**src/rtl/arith_pkg.sv**
```systemverilog
// Shared encodings and constants for the sequential multiplier/divider datapath.
package arith_pkg;

    typedef enum logic [1:0] {
        IDLE   = 2'b00,
        JUDGE  = 2'b01,
        SHIFT  = 2'b10,
        FINISH = 2'b11
    } state_t;

    // Quotient reported for a zero divisor; sliced down to the operand width.
    localparam logic [31:0] DBZ_QUOTIENT = '1;

endpackage

```
**src/rtl/div_trial_sub.sv**
```systemverilog
// Trial subtraction for one restoring-division step: compares and subtracts in WIDTH+1 bits.
module div_trial_sub #(
    parameter int WIDTH = 4
) (
    input  logic [WIDTH:0]   rem,
    input  logic [WIDTH-1:0] dvs,
    output logic             ge,
    output logic [WIDTH:0]   diff
);

    logic [WIDTH:0] dvs_ext;

    assign dvs_ext = {1'b0, dvs};
    assign ge      = (rem >= dvs_ext);
    assign diff    = rem - dvs_ext;

endmodule

```
**src/rtl/unsigned_divider.sv**
```systemverilog
// Sequential restoring divider: q = x / y, r = x % y, one quotient bit per SHIFT/JUDGE pair.
module unsigned_divider
    import arith_pkg::*;
#(
    parameter int WIDTH = 4
) (
    input  logic             clk,
    input  logic             rst,
    input  logic             en,
    input  logic [WIDTH-1:0] x,
    input  logic [WIDTH-1:0] y,
    output logic [WIDTH-1:0] q,
    output logic [WIDTH-1:0] r,
    output logic             done,
    output logic             busy,
    output logic             dbz
);

    localparam int CW = (WIDTH > 2) ? $clog2(WIDTH) : 1;
    localparam logic [CW-1:0] CNT_LAST = CW'(WIDTH - 1);

    state_t           state;
    state_t           state_nxt;
    logic [WIDTH:0]   rem;
    logic [WIDTH-1:0] quo;
    logic [WIDTH-1:0] dvs;
    logic [CW-1:0]    cnt;
    logic             dbz_pend;
    logic             trial_ge;
    logic [WIDTH:0]   trial_diff;

    div_trial_sub #(.WIDTH(WIDTH)) u_trial (
        .rem  (rem),
        .dvs  (dvs),
        .ge   (trial_ge),
        .diff (trial_diff)
    );

    always_ff @(posedge clk or posedge rst) begin
        if (rst) state <= IDLE;
        else     state <= state_nxt;
    end

    always_comb begin
        state_nxt = state;
        case (state)
            IDLE:    if (en) state_nxt = (y == '0) ? FINISH : SHIFT;
            SHIFT:   state_nxt = JUDGE;
            JUDGE:   state_nxt = (cnt == CNT_LAST) ? FINISH : SHIFT;
            FINISH:  state_nxt = IDLE;
            default: state_nxt = IDLE;
        endcase
    end

    assign busy = (state != IDLE);

    always_ff @(posedge clk or posedge rst) begin
        if (rst) begin
            rem      <= '0;
            quo      <= '0;
            dvs      <= '0;
            cnt      <= '0;
            dbz_pend <= 1'b0;
            q        <= '0;
            r        <= '0;
            dbz      <= 1'b0;
            done     <= 1'b0;
        end else begin
            done <= 1'b0;
            case (state)
                IDLE: begin
                    if (en) begin
                        if (y != '0) begin
                            rem <= '0;
                            quo <= x;
                            dvs <= y;
                            cnt <= '0;
                        end else begin
                            // Zero divisor skips iteration: remainder is the dividend itself.
                            rem      <= {1'b0, x};
                            quo      <= DBZ_QUOTIENT[WIDTH-1:0];
                            dbz_pend <= 1'b1;
                        end
                    end
                end
                SHIFT: begin
                    {rem, quo} <= {rem[WIDTH-1:0], quo, 1'b0};
                end
                JUDGE: begin
                    if (trial_ge) begin
                        rem    <= trial_diff;
                        quo[0] <= 1'b1;
                    end
                    cnt <= cnt + CW'(1);
                end
                FINISH: begin
                    q        <= quo;
                    r        <= rem[WIDTH-1:0];
                    dbz      <= dbz_pend;
                    dbz_pend <= 1'b0;
                    done     <= 1'b1;
                end
                default: ;
            endcase
        end
    end

endmodule

```
**config.mk**
```make
export PLATFORM = sky130hd
export DESIGN_NAME = unsigned_divider
export DESIGN_NICKNAME = d
export VERILOG_FILES = /design/src/rtl/arith_pkg.sv /design/src/rtl/div_trial_sub.sv /design/src/rtl/unsigned_divider.sv
export SDC_FILE = /design/constraint.sdc
export NUM_CORES = 1
export LEC_CHECK = 0
export CORE_MARGIN = 2
export CORE_UTILIZATION = 49
export DETAILED_ROUTE_END_ITERATION = 8
export GPL_TIMING_DRIVEN = 0
export PLACE_DENSITY_LB_ADDON = 0.25
export SLEW_MARGIN = 15
export SYNTH_ARGS = -nofsm -noshare
export SYNTH_HDL_FRONTEND = slang
export SYNTH_HIERARCHICAL = 1
export SYNTH_SLANG_ARGS = --single-unit
export TNS_END_PERCENT = 20
```
**constraint.sdc**
```tcl
create_clock -name clk -period 2.1 [get_ports clk]
set_clock_uncertainty 0.1 [all_clocks]
set_input_delay 0.42 -clock clk [delete_from_list [all_inputs] [get_ports clk]]
set_output_delay 0.42 -clock clk [all_outputs]
set_load 0.01 [all_outputs]
```
# Yosys cells after proc, flatten, opt, wreduce, memory -nomap -nowiden
# Index checks and enable logic that the tools add are counted.
[op_classes]
muxes = 20
add_sub_neg = 2
reduce_logical = 13
n_eq_ne = 8
magnitude_cmp = 1
[op_table]
columns = ["op", "n"]
rows = [
  ["$pmux 5 s3", 1],
  ["$mux 4", 3],
  ["$reduce_and 3->1", 4],
  ["$mux 5", 2],
  ["$ne 2x2->1 const B", 4],
  ["$pmux 2 s4", 1],
  ["$reduce_bool 2->1", 4],
  ["$eq 2x2->1 const B", 3],
  ["$mux 1", 6],
  ["$mux 2", 3],
  ["$pmux 3 s2", 1],
  ["$ge 5x4->1", 1],
  ["$sub 5x4->5", 1],
  ["$logic_not 4->1", 1],
  ["$pmux 2 s2", 1],
  ["$reduce_bool 4->1", 1],
  ["$pmux 1 s3", 1],
  ["$reduce_bool 3->1", 1],
  ["$add 2x1->2 const B", 1],
  ["$eq 2x1->1 const B", 1],
  ["$logic_not 2->1", 1],
  ["$pmux 1 s2", 1],
  ["$reduce_and 2->1", 1],
]
[totals]
ff_bits = 28
output_inout_bits = 11
input_bits = 11
elab_cells = 55

# Longest topological paths before layout
[depth]
ltp_word = 4
ltp_mapped = 10

# By module
# The synthesis kept the hierarchy.
[by_module_without_submodules]
columns = ["module", "area_each_um2", "cells_each", "seq_area_each_um2", "n_inst"]
rows = [
  ["unsigned_divider", 1435.1, 121, 700.7, 1],
  ["div_trial_sub", 176.4, 23, 0.0, 1],
]

# Worst setup path before layout
# OpenSTA, ideal clock, no wires.
[synth_timing]
kind = "flip-flop to flip-flop"
startpoint = "register rem[0]"
endpoint = "register rem[4]"
path_slack_ps = -12
setup_time_ps = 128
stages_incl_launch_ff = 11
arrival_ps = 1885
n_path_buf = 0
synth_period_minus_slack_ps = 2112
required_ps = 1872
path_cell_list = "dfrtp_1 -> inv_1 -> ha_1 -> inv_1 -> fa_1 -> a21o_1 -> a21oi_2 -> xor2_1 -> a22oi_1 -> nor2_1 -> mux2_1"
[synth_between]
elab_chain_cells = 3
word_cells_on_any_way = 6
cone_classes = "add/sub (1); order compare (1); eq/ne (1); mux (2); reduce/logical (1)"
[synth_lines]
columns = ["element", "line", "source"]
rows = [
  ["start: declaration", "unsigned_divider.sv:24", "logic [WIDTH:0] rem;"],
  ["start signal: assignment", "unsigned_divider.sv:80", "rem <= {1'b0, x};"],
  ["start signal: assignment", "unsigned_divider.sv:87", "{rem, quo} <= {rem[WIDTH-1:0], quo, 1'b0};"],
  ["start signal: assignment", "unsigned_divider.sv:91", "rem <= trial_diff;"],
  ["$sub 5x4->5", "div_trial_sub.sv:15", "assign diff = rem - dvs_ext;"],
  ["net trial_diff[4]", "unsigned_divider.sv:30", "logic [WIDTH:0] trial_diff;"],
  ["$mux 5", "unsigned_divider.sv:90", "if (trial_ge) begin"],
  ["$pmux 5 s3", "unsigned_divider.sv:70", "case (state)"],
]
# The timed path passes the listed nets, and every way through them passes these cells. The select of a mux whose other input is x is not followed.
# A chain may end at the register's enable or synchronous reset.

# Final worst setup path
# Ends and elaborated chain as after synthesis.

==> impl_metrics.yaml <==
synth:
  yosysWarnings: 6
  synth.yosys.seq_area_share: 0.435
  synthCells: 144
  syn-cell-area_sq_um: 1610
  synthesis.area_per_instance_sq_um: 11.2
  number_of_distinct_library_cells_after_synthesis: 34
  ys_ff_latch: 28
  synthesis.nets: 169
cells_and_area:
  nets: 200
  antenna_cells_inserted: 0
  postLayoutCellArea_sq_um: 1950
  post_route_cells_drive_above_1_share: 0.121
  post-route-util: 0.630
  syn_to_final_growth_pct: 21.3
  final_cell_count_no_fill: 217
setup_path:
  worst_setup_path_start_kind: "flip-flop"
  r2r_cells: 10
  worstPathArrival_ns: 2.29
  end_of_the_critical_path: "rem[4]"
  crit_path_cell_trace: "inv_1 -> ha_2 -> inv_2 -> fa_2 -> a21o_1 -> a21oi_2 -> xor2_1 -> a22oi_1 -> nor2_1 -> mux2_4"
  r2r_slack_ns: -0.06
  worst_reg2reg_path_startpoint: "rem[0]"
  worst-endpoint-required_ns: 2.23
  classification_of_the_worst_setup_path: "flip-flop to flip-flop"
  timing.critical_path.from: "rem[0]"
  crit_slowest_cell: "sky130_fd_sc_hd__dfrtp_1"
  r2r_end: "rem[4]"
  critPathMaxFanout: 2
  endpoint_kind: "flip-flop"
  max_stage_delay_ns: 0.42
detailed_routing:
  drt_pass1_iterations: 4
  drt_first_iter_violations: 64
  wl_met1_mm: 1.37
  drt-wirelength-per-cell_um: 14.2
  wl_met3_um: 165
  maxUsedRoutingLayer: "met4"
  wl_met2_mm: 1.49
  antenna_left: 0
  drc: 0
  routed_wl_mm: 3.09
  vias_per_cell: 5.41
  routed-via-count: 1173
global_routing:
  grt_pass1_vias: 1171
  antenna_found_initial: 0
  grt_pass1_wl_mm: 5.18
  globalRoute.totalOverflow: 0
  grt_start_max_net_pins: 29
  globalRouteTotalUtil: 0.187
hold_path:
  holdCritPathClass: "input pin to async pin"
run:
  max_cap_viols: 0
pwr:
  comb_power_share: 0.610
  switchingPower_mw: 1.21
  finalPower_mw: 2.98
  p_clk_frac: 0.074
  static-leakage-power_nw: 0.905
  pwr_density_cell_nw_per_um2: 1530
  power_switching_share: 0.405
  maximum_ir_drop_on_the_vdd_rail_v: 0.000558
  cell_internal_pwr_mw: 1.77
  seqPwrFrac: 0.316
clocking:
  clock_tree_from_tritoncts: "yes"
  clk_root_buffer_cell: "sky130_fd_sc_hd__clkbuf_4"
  htreeDepth: 1
  cts.reportedPaths.clkPinSlew_ns: 0.14
  ctsLongestPathBuffers: 2
  numClockSinks: 28
  cts-buffers-inserted: 3
  clock_latency_of_the_later_clocked_register_in_the_worst_skew_pair_ns: 0.33
die:
  ioPinCount: 22
  die_w_um: 61.4
  floorplan.initialDensity: 0.519
  dieArea_sq_um: 3760
  rows: 20
  placeableCoreArea_sq_um: 3100
  die-height_um: 61.4
timing:
  timing.max_slew.rel_slack: 0.341
  period_share: 1.03
  slew_violations: 0
  period_needed_ns: 2.16
  final_hold_viol_count: 0
  rsz0062_at_grt: "true"
  timing.fmax_mhz: 463
  tightestPinTransition_ns: 0.982
  setup_viol: 2
  post-route-worst-setup-slack_ns: -0.0604
placed_design:
  post-dp-hpwl_mm: 2.32
  io_buffers: 21
  gpl.final_weighted_congestion: 0.818
  post_dp_cell_area_sq_um: 1880
  total_placed_cells_including_tap_cells: 209
outcome:
  violations: "negative setup slack"
  run_status: "complete, but fails checks"
[critical path, delay by kind of cell, from the launching register on]
kind	cells	cell delay (ns)
XOR/XNOR	1	0.08
flip-flops	1	0.42
adder cells (fa/ha/maj)	2	0.52
multiplexers	1	0.26
buffers and inverters	2	0.11
AO/OA/AOI/OAI	3	0.53
AND/OR/NAND/NOR	1	0.06
[layer usage]
| layer | global-route usage | vias to the layer above |
|---|---|---|
| met5 | 0 | - |
| met4 | 0.0729 | 0 |
| met3 | 0.0273 | 8 |
| met2 | 0.321 | 38 |
| met1 | 0.240 | 565 |
| li1 | - | 562 |
[worst min path at each step]
stage	to
2_1_floorplan	dvs[3]
3_3_place_gp	dbz
3_5_place_dp	q[1]
4_1_cts	q[1]
5_1_grt	dvs[2]
6_report	quo[0]
[placed cells by master, fill, tap and decap left out, types with 2 or more instances in the layout]
cell	netlist	layout
sky130_fd_sc_hd__o31ai_1	4	4
sky130_fd_sc_hd__a21o_1	2	2
sky130_fd_sc_hd__clkdlybuf4s50_1	0	20
sky130_fd_sc_hd__xor2_1	2	2
sky130_fd_sc_hd__buf_4	0	5
sky130_fd_sc_hd__mux2_1	19	18
sky130_fd_sc_hd__inv_1	14	12
sky130_fd_sc_hd__clkbuf_1	3	3
sky130_fd_sc_hd__a22oi_1	5	5
sky130_fd_sc_hd__a211oi_1	2	2
sky130_fd_sc_hd__o21ai_1	4	5
sky130_fd_sc_hd__clkbuf_4	0	3
sky130_fd_sc_hd__nor2_1	3	3
sky130_fd_sc_hd__o22ai_1	4	4
sky130_fd_sc_hd__mux2i_1	2	2
sky130_fd_sc_hd__nand2b_1	8	8
sky130_fd_sc_hd__dfrtp_1	28	27
sky130_fd_sc_hd__a21oi_1	3	3
sky130_fd_sc_hd__nor2b_1	3	3
sky130_fd_sc_hd__nand2_1	9	9
sky130_fd_sc_hd__ha_1	13	12
[Yosys cell counts]
master                      count  area [sq um]
sky130_fd_sc_hd__a211oi_1       2          15.0
sky130_fd_sc_hd__a21o_1         2          15.0
sky130_fd_sc_hd__a21oi_1        3          15.0
sky130_fd_sc_hd__a21oi_2        1          8.76
sky130_fd_sc_hd__a22oi_1        5          37.5
sky130_fd_sc_hd__a2bb2oi_1      1          8.76
sky130_fd_sc_hd__a2bb2oi_2      1          15.0
sky130_fd_sc_hd__a31oi_1        1          6.26
sky130_fd_sc_hd__buf_6          1          11.3
sky130_fd_sc_hd__clkbuf_1       3          11.3
sky130_fd_sc_hd__dfrtp_1       28           701
sky130_fd_sc_hd__fa_1           1          20.0
sky130_fd_sc_hd__ha_1          13           163
sky130_fd_sc_hd__inv_1         14          52.6
sky130_fd_sc_hd__mux2_1        19           214
sky130_fd_sc_hd__mux2i_1        2          20.0
sky130_fd_sc_hd__nand2_1        9          33.8
sky130_fd_sc_hd__nand2b_1       8          50.1
sky130_fd_sc_hd__nand3_1        1          5.00
sky130_fd_sc_hd__nor2_1         3          11.3
sky130_fd_sc_hd__nor2_2         1          6.26
sky130_fd_sc_hd__nor2b_1        3          18.8
sky130_fd_sc_hd__nor3_1         1          5.00
sky130_fd_sc_hd__nor3_4         1          16.3
sky130_fd_sc_hd__nor4_2         1          12.5
sky130_fd_sc_hd__o21ai_0        1          5.00
sky130_fd_sc_hd__o21ai_1        4          20.0
sky130_fd_sc_hd__o22ai_1        4          25.0
sky130_fd_sc_hd__o22ai_2        1          12.5
sky130_fd_sc_hd__o31a_1         1          8.76
sky130_fd_sc_hd__o31ai_1        4          30.0
sky130_fd_sc_hd__or4_4          1          11.3
sky130_fd_sc_hd__xnor2_1        1          8.76
sky130_fd_sc_hd__xor2_1         2          17.5
[through the flow]
stage	setup WS [ns]	setup TNS, ns	hold WS (ns)
global route	-0.140	-0.366	0.419
detailed placement	-0.306	-1.75	0.374
global placement	-0.278	-1.50	0.366
finish	-0.0604	-0.0741	0.394
CTS	-0.0655	-0.0655	0.406
floorplan	0.0390	0	0.348
[sequential cells by signal, indices dropped and copies added (netlist names)]
register,cells
q,4
r,4
dbz,1
quo,4
cnt,2
done,1
dvs,4
state,2
dbz_pend,1
rem,5
[area by class of cell]
| type | instances | area, sq um |
|---|---|---|
| multi-input combinational | 98 | 853 |
| buffer | 4 | 22.5 |
| tap | 44 | 55.1 |
| fill | 277 | 1150 |
| timing repair buffer | 26 | 246 |
| inverter | 14 | 52.6 |
| clock buffer | 3 | 22.5 |
| sequential | 28 | 702 |
[logic make-up (layout without fill, tap and decap cells)]
logic type      Yosys count  count (layout)  synth area share
compound gates           31              31             0.138
buf+inv                  18              47            0.0466
fa+ha+maj                14              14             0.113
xor+xnor                  3               3            0.0163
flops                    28              28             0.435
mux                      21              21             0.145
simple gates             29              29             0.106
[power by group through the flow]
stage / registers [mW] / logic (mW) / clock network, mW
after floorplan: 0.963 / 1.20 / 0
after global placement: 0.952 / 1.64 / 0
after detailed placement: 0.971 / 1.69 / 0
after CTS: 0.939 / 1.78 / 0.230
after global routing: 0.974 / 2.02 / 0.247
final: 0.941 / 1.82 / 0.221
[timing repair]
| action | in CTS | in global routing |
|---|---|---|
| hold buffers | 0 | 0 |
| endpoints found under the setup margin | 6 | 7 |
| pin swaps | 3 | 6 |
| gates resized for setup | 4 | 3 |
| hold endpoints to repair | 0 | 0 |
| setup buffers | 4 | 1 |
| gates cloned | 0 | 0 |
Note: power is estimated with default switching activity, not from simulation.
